$ cat config.mk
export PLATFORM = sky130hd
export DESIGN_NAME = cdc_toggle_tx
export DESIGN_NICKNAME = d
export VERILOG_FILES = /design/src/rtl/cdc_toggle_tx.sv
export SDC_FILE = /design/constraint.sdc
export NUM_CORES = 1
export LEC_CHECK = 0
export ABC_AREA = 0
export BUFFER_PORTS_ARGS = -buffer_cell sky130_fd_sc_hd__buf_2
export CELL_PAD_IN_SITES_DETAIL_PLACEMENT = 1
export CELL_PAD_IN_SITES_GLOBAL_PLACEMENT = 2
export CORE_ASPECT_RATIO = 1.4
export CORE_MARGIN = 3
export CORE_UTILIZATION = 22
export DETAILED_ROUTE_END_ITERATION = 16
export GPL_TIMING_DRIVEN = 0
export PLACE_DENSITY = 0.74
export RECOVER_POWER = 50
export SKIP_CTS_REPAIR_TIMING = 1
export SLEW_MARGIN = 20
export SYNTH_ARGS = -nofsm -noshare
export SYNTH_HDL_FRONTEND = slang
export SYNTH_SLANG_ARGS = --single-unit
export TNS_END_PERCENT = 100
$ cat constraint.sdc
create_clock -name clk -period 1.2 [get_ports clk]
set_input_delay 0.12 -clock clk [delete_from_list [all_inputs] [get_ports clk]]
set_output_delay 0.12 -clock clk [all_outputs]
set_load 0.005 [all_outputs]
$ cat src/rtl/cdc_toggle_tx.sv
// Toggle-handshake CDC transmitter: launches data with a request toggle and waits for the synchronized ack toggle.
// Optional 2-entry skid FIFO ahead of launch when CDC_TOGGLE_TX_SKID_EN is defined.
module cdc_toggle_tx #(
    parameter int unsigned width       = 8,
    parameter int unsigned sync_stages = 2
) (
    input  logic             clk,
    input  logic             rst,
    input  logic             in1_vld,
    output logic             in1_rdy,
    input  logic [width-1:0] in1_dat,
    output logic             xfer_toggle,
    output logic [width-1:0] xfer_dat,
    input  logic             ack_toggle,
    output logic             err
);

    typedef enum logic {
        IDLE = 1'b0,
        WAIT = 1'b1
    } state_e;

    state_e                 state_q, state_d;
    logic                   xfer_toggle_q, xfer_toggle_d;
    logic [width-1:0]       xfer_dat_q, xfer_dat_d;
    logic                   err_q, err_d;
    logic [sync_stages-1:0] ack_sync_q, ack_sync_d;
    logic                   ack_sync;
    logic                   launch_c;
    logic [width-1:0]       launch_dat_c;

    // ack_toggle arrives from another clock domain; only the last stage is used.
    assign ack_sync_d = {ack_sync_q[sync_stages-2:0], ack_toggle};
    assign ack_sync   = ack_sync_q[sync_stages-1];

`ifdef CDC_TOGGLE_TX_SKID_EN
    logic [width-1:0] fifo_q [2];
    logic [width-1:0] fifo_d [2];
    logic             rd_ptr_q, rd_ptr_d;
    logic             wr_ptr_q, wr_ptr_d;
    logic [1:0]       count_q, count_d;
    logic             accept_c;

    assign in1_rdy      = (count_q != 2'd2) && !rst;
    assign accept_c     = in1_vld && in1_rdy;
    assign launch_c     = (state_q == IDLE) && (count_q != 2'd0);
    assign launch_dat_c = fifo_q[rd_ptr_q];

    // FIFO bookkeeping; simultaneous push and pop leave the count unchanged.
    always_comb begin
        fifo_d   = fifo_q;
        rd_ptr_d = rd_ptr_q;
        wr_ptr_d = wr_ptr_q;
        count_d  = count_q;
        if (accept_c) begin
            fifo_d[wr_ptr_q] = in1_dat;
            wr_ptr_d         = ~wr_ptr_q;
        end
        if (launch_c) begin
            rd_ptr_d = ~rd_ptr_q;
        end
        case ({accept_c, launch_c})
            2'b10:   count_d = 2'(count_q + 2'd1);
            2'b01:   count_d = 2'(count_q - 2'd1);
            default: count_d = count_q;
        endcase
    end

    always_ff @(posedge clk) begin
        if (rst) begin
            fifo_q[0] <= '0;
            fifo_q[1] <= '0;
            rd_ptr_q  <= 1'b0;
            wr_ptr_q  <= 1'b0;
            count_q   <= 2'd0;
        end else begin
            fifo_q    <= fifo_d;
            rd_ptr_q  <= rd_ptr_d;
            wr_ptr_q  <= wr_ptr_d;
            count_q   <= count_d;
        end
    end
`else
    assign in1_rdy      = (state_q == IDLE) && !rst;
    assign launch_c     = in1_vld && in1_rdy;
    assign launch_dat_c = in1_dat;
`endif

    // Next-state: launch from IDLE, hold bus in WAIT until the ack toggle matches.
    always_comb begin
        state_d       = state_q;
        xfer_toggle_d = xfer_toggle_q;
        xfer_dat_d    = xfer_dat_q;
        err_d         = err_q;
        case (state_q)
            IDLE: begin
                // A spurious ack edge while idle is a far-end protocol violation; the flag is sticky.
                if (ack_sync != xfer_toggle_q) begin
                    err_d = 1'b1;
                end
                if (launch_c) begin
                    xfer_dat_d    = launch_dat_c;
                    xfer_toggle_d = ~xfer_toggle_q;
                    state_d       = WAIT;
                end
            end
            WAIT: begin
                if (ack_sync == xfer_toggle_q) begin
                    state_d = IDLE;
                end
            end
            default: state_d = IDLE;
        endcase
    end

    always_ff @(posedge clk) begin
        if (rst) begin
            state_q       <= IDLE;
            xfer_toggle_q <= 1'b0;
            xfer_dat_q    <= '0;
            err_q         <= 1'b0;
            ack_sync_q    <= '0;
        end else begin
            state_q       <= state_d;
            xfer_toggle_q <= xfer_toggle_d;
            xfer_dat_q    <= xfer_dat_d;
            err_q         <= err_d;
            ack_sync_q    <= ack_sync_d;
        end
    end

    assign xfer_toggle = xfer_toggle_q;
    assign xfer_dat    = xfer_dat_q;
    assign err         = err_q;

endmodule

# Yosys cells after proc, flatten, opt, wreduce, memory -nomap -nowiden
# Cells that the tools add are included.
totals:
  inputBits: 12
  out_inout_bits: 11
  regBits: 13
classes:
  n_bitwise: 2
  muxes: 3
  eq_ne: 2
  n_reduce_logical: 5
ops:
  columns: ["cell", "count"]
  rows:
  - ["2-bit AND reduction", 2]
  - ["1-bit logical AND", 2]
  - ["1-bit two-way mux", 2]
  - ["1-bit NOT", 2]
  - ["1-bit case mux with 2 select lines", 1]
  - ["1-bit equality test", 1]
  - ["1-bit zero test", 1]
  - ["1-bit inequality test", 1]

# Longest topological paths before layout
logic_depth:
  depth_word: 5
  depth_mapped: 4
  mapped_depth_nobuf: 3

# Least setup slack after synthesis
# Ideal clock, no wire load.
synth_path:
  kind: "register -> register"
  startpoint: "reg state_q"
  endpoint: "reg xfer_toggle_q, in the netlist xfer_toggle"
  stages_incl_launch_ff: 5
  period_less_slack_ns: 0.839
  arrival_ns: 0.722
  setup_ns: 0.117
  slack_ns: 0.361
  path_cell_list: "dfxtp_1 > nor2b_1 > buf_4 > xnor2_1 > nor2_1"
synth_via:
  elab_chain_cells: 4
synth_rtl:
  columns: ["element", "line_no", "source"]
  rows:
  - ["start, declared", "23", "state_e state_q, state_d;"]
  - ["start signal, assigned", "124", "state_q <= state_d;"]
  - ["1-bit NOT (no source line) (*)", null, null]
  - ["1-bit logical AND", "84", "assign in1_rdy = (state_q == IDLE) && !rst;"]
  - ["1-bit logical AND", "85", "assign launch_c = in1_vld && in1_rdy;"]
  - ["2-bit AND reduction (no source line) (*)", null, null]
  - ["end signal, assigned", "125", "xfer_toggle_q <= xfer_toggle_d;"]
  - ["end, declared", "24", "logic xfer_toggle_q, xfer_toggle_d;"]
# Every way passes the cells marked *; elsewhere a longest branch is shown, timed or not.
# A chain may end at the register's enable or synchronous reset.

# Worst setup path after layout
layout_path:
  startpoint: "reg state_q"
  endpoint: "out in1_rdy"
layout_via:
  elab_chain_cells: 2
layout_rtl:
  columns: ["element", "line_no", "source"]
  rows:
  - ["1-bit NOT (no source line)", null, null]
  - ["1-bit logical AND", "84", null]
  - ["end, declared", "10", "output logic in1_rdy,"]
# No other way between the ends.

==> flow_summary.ini <==
[grt]
grt.total_usage_pct = 8.96
antenna_found_initial = 0
grt-ovfl-total = 0
grt_pass1_wl_mm = 1.73
grt_max_degree = 11
first_global_vias = 423

[floorplanning]
die_width_um = 44.3
row_count = 18
dieHeight_um = 59.6
dieArea_sq_um = 2640
pin_count = 23
core_sq_um = 1850
start_util_pct = 24.5

[routing]
via_count = 428
first_pass_iters = 1
routed_via_density = 4.32
final_antenna_net_count = 0
drcViolationCount = 0
totalWireLength_mm = 1.03
wl_per_cell_um = 10.4
drt_iter0_markers = 0

[critical_path]
crit_required_ps = 1080
worst_setup_path_start_kind = register
crit_chain = nor2_1, buf_2
reg2reg_slack_ps = 270
crit_buf_inv = 1
r2r_start = state_q$_SDFF_PP0_
crit_type = reg -> out
arrival_ps = 830
end_kind = output port
critPathTopFamily = flip-flops
cp_slowest_cell = dfxtp_1
critPathMaxFanout = 5
r2r.worst_path.cells = 4
crit_path_max_incr_delay_ps = 390
r2r-end = xfer_toggle$_SDFFE_PP0P_

[sta]
setup_tns_ps = 0
fin_crit_ps = 952
drv_slew = 0
finalClockSkew_ps = 5.58
setup_viol = 0
rsz0062_at_grt = no
worstMarginPinSlew_ps = 185
period_share_pct = 79.3
fmaxAchievable_ghz = 1.05
hold_viol_final = 0
relSlewSlack_pct = 87.7

[power]
ir_worst_vdd_uv = 509
p_leak_uw = 0.000283
finalPower_uw = 867
p_per_area_nw_per_um2 = 1430

[cts]
cts_tree = done
cts.sinks = 13
clkSlewWorstSetupHoldPaths_ps = 80
clock_latency_ps = 270
cts_max_level = 1
clockRootBuffer = clkbuf_4
clockBufferDepth = 2
numCtsBuffers = 3

[hold_path]
hp-start = ack_toggle
hold_class = in -> reg
hold_depth = 2
whs_endpoint = ack_sync_q[0]$_SDFF_PP0_

[place]
gp_congestion = 0.637
io_buffers = 22

[synthesis]
synth_seq_area_share_pct = 57.6
postSynthAreaPerCell_sq_um = 8.52
syn_nets = 65
synth_area_sq_um = 452
synth-seq-cells = 13
syn_inst = 53
yosysUniqueCellTypes = 11
ys_warn_count = 0

[run]
maxCapViolCount = 0

[finish]
layout_common_cells = 19 x buf_2, 16 x nand2_1, 13 x dfxtp_1
layout_commonest_cell = buf_2
area_delta_synth_final_pct = 34.6
n_antenna_cell = 0
nets = 92
drive_above_1_share_pct = 30.4

[run_status]
status = finished clean
[cell usage after synthesis]
cell | number | share of area (%)
a21oi_1 | 10 | 11
nor2b_1 | 3 | 4.2
nor2_1 | 4 | 3.3
nand2_1 | 16 | 13
buf_4 | 2 | 3.3
inv_1 | 1 | 0.83
nand2b_1 | 1 | 1.4
xor2_1 | 1 | 1.9
xnor2_1 | 1 | 1.9
buf_2 | 1 | 1.1
dfxtp_1 | 13 | 58
[per-layer routing]
| metal | vias up | global-route usage (%) | part of all wire (%) |
|---|---|---|---|
| met1 | 192 | 9.58 | 41 |
| met3 | 2 | 1.82 | 9.6 |
| met2 | 16 | 15.2 | 49 |
| met4 | 0 | 6.47 | 0.58 |
| met5 | - | 0 | 0 |
| li1 | 218 | - | - |
[report_power, final]
group          internal (uW)  total, uW  leakage [uW]  switching, uW
combinational           61.6        121      0.000160           59.9
clock                    129        267     0.0000150            138
sequential               462        479      0.000107           16.8
total                    652        867      0.000283            215
[final cells by class]
class | count | area (sq um)
Tap cell | 20 | 25.0
Timing Repair Buffer | 22 | 105
Fill cell | 240 | 1240
Inverter | 1 | 3.75
Clock buffer | 4 | 26.3
Buffer | 3 | 20.0
Sequential cell | 13 | 260
Multi-Input combinational cell | 36 | 168
[registers in the layout (all words and copies together) (netlist names)]
| signal | cells |
|---|---|
| xfer_toggle | 1 |
| err | 1 |
| xfer_dat | 8 |
| state_q | 1 |
| ack_sync_q | 2 |
[worst register-to-register path, delay by kind of cell (launching register included)]
family | cells | cell delay [ps]
flops | 1 | 340
xor+xnor | 1 | 130
buf+inv | 1 | 180
simple gates | 2 | 180
[per-stage QoR]
| stage | cell area (sq um) | setup WS (ps) | hold WS, ps | utilization, % | instances |
|---|---|---|---|---|---|
| after CTS | 613 | 224 | 49.9 | 33.2 | 99 |
| after detailed placement | 587 | 260 | 337 | 31.8 | 95 |
| after global routing | 608 | 145 | 65.3 | 32.9 | 99 |
| after global placement | 587 | 285 | 332 | 31.8 | 95 |
| final | 608 | 248 | 62.3 | 32.9 | 99 |
| after floorplan | 452 | 361 | 189 | - | 53 |
[worst max path at each step]
stage	from	to	slack [ps]	cells past startpoint
2_1_floorplan	state_q$_SDFF_PP0_	xfer_toggle$_SDFFE_PP0P_	360	4
3_3_place_gp	state_q$_SDFF_PP0_	xfer_toggle$_SDFFE_PP0P_	280	4
3_5_place_dp	state_q$_SDFF_PP0_	xfer_toggle$_SDFFE_PP0P_	260	4
4_1_cts	state_q$_SDFF_PP0_	in1_rdy	220	2
5_1_grt	state_q$_SDFF_PP0_	xfer_toggle$_SDFFE_PP0P_	140	4
6_report	state_q$_SDFF_PP0_	in1_rdy	250	2
[kinds of logic (layout without fill, tap and decap cells)]
group           after synthesis  in the layout  share of synthesized area (%)
flops                        13             13                           57.6
xor+xnor                      2              2                           3.88
compound gates               10             10                           11.1
buf+inv                       4             30                           5.26
simple gates                 24             24                           22.2
No activity file was read; power rests on OpenSTA's default activity.
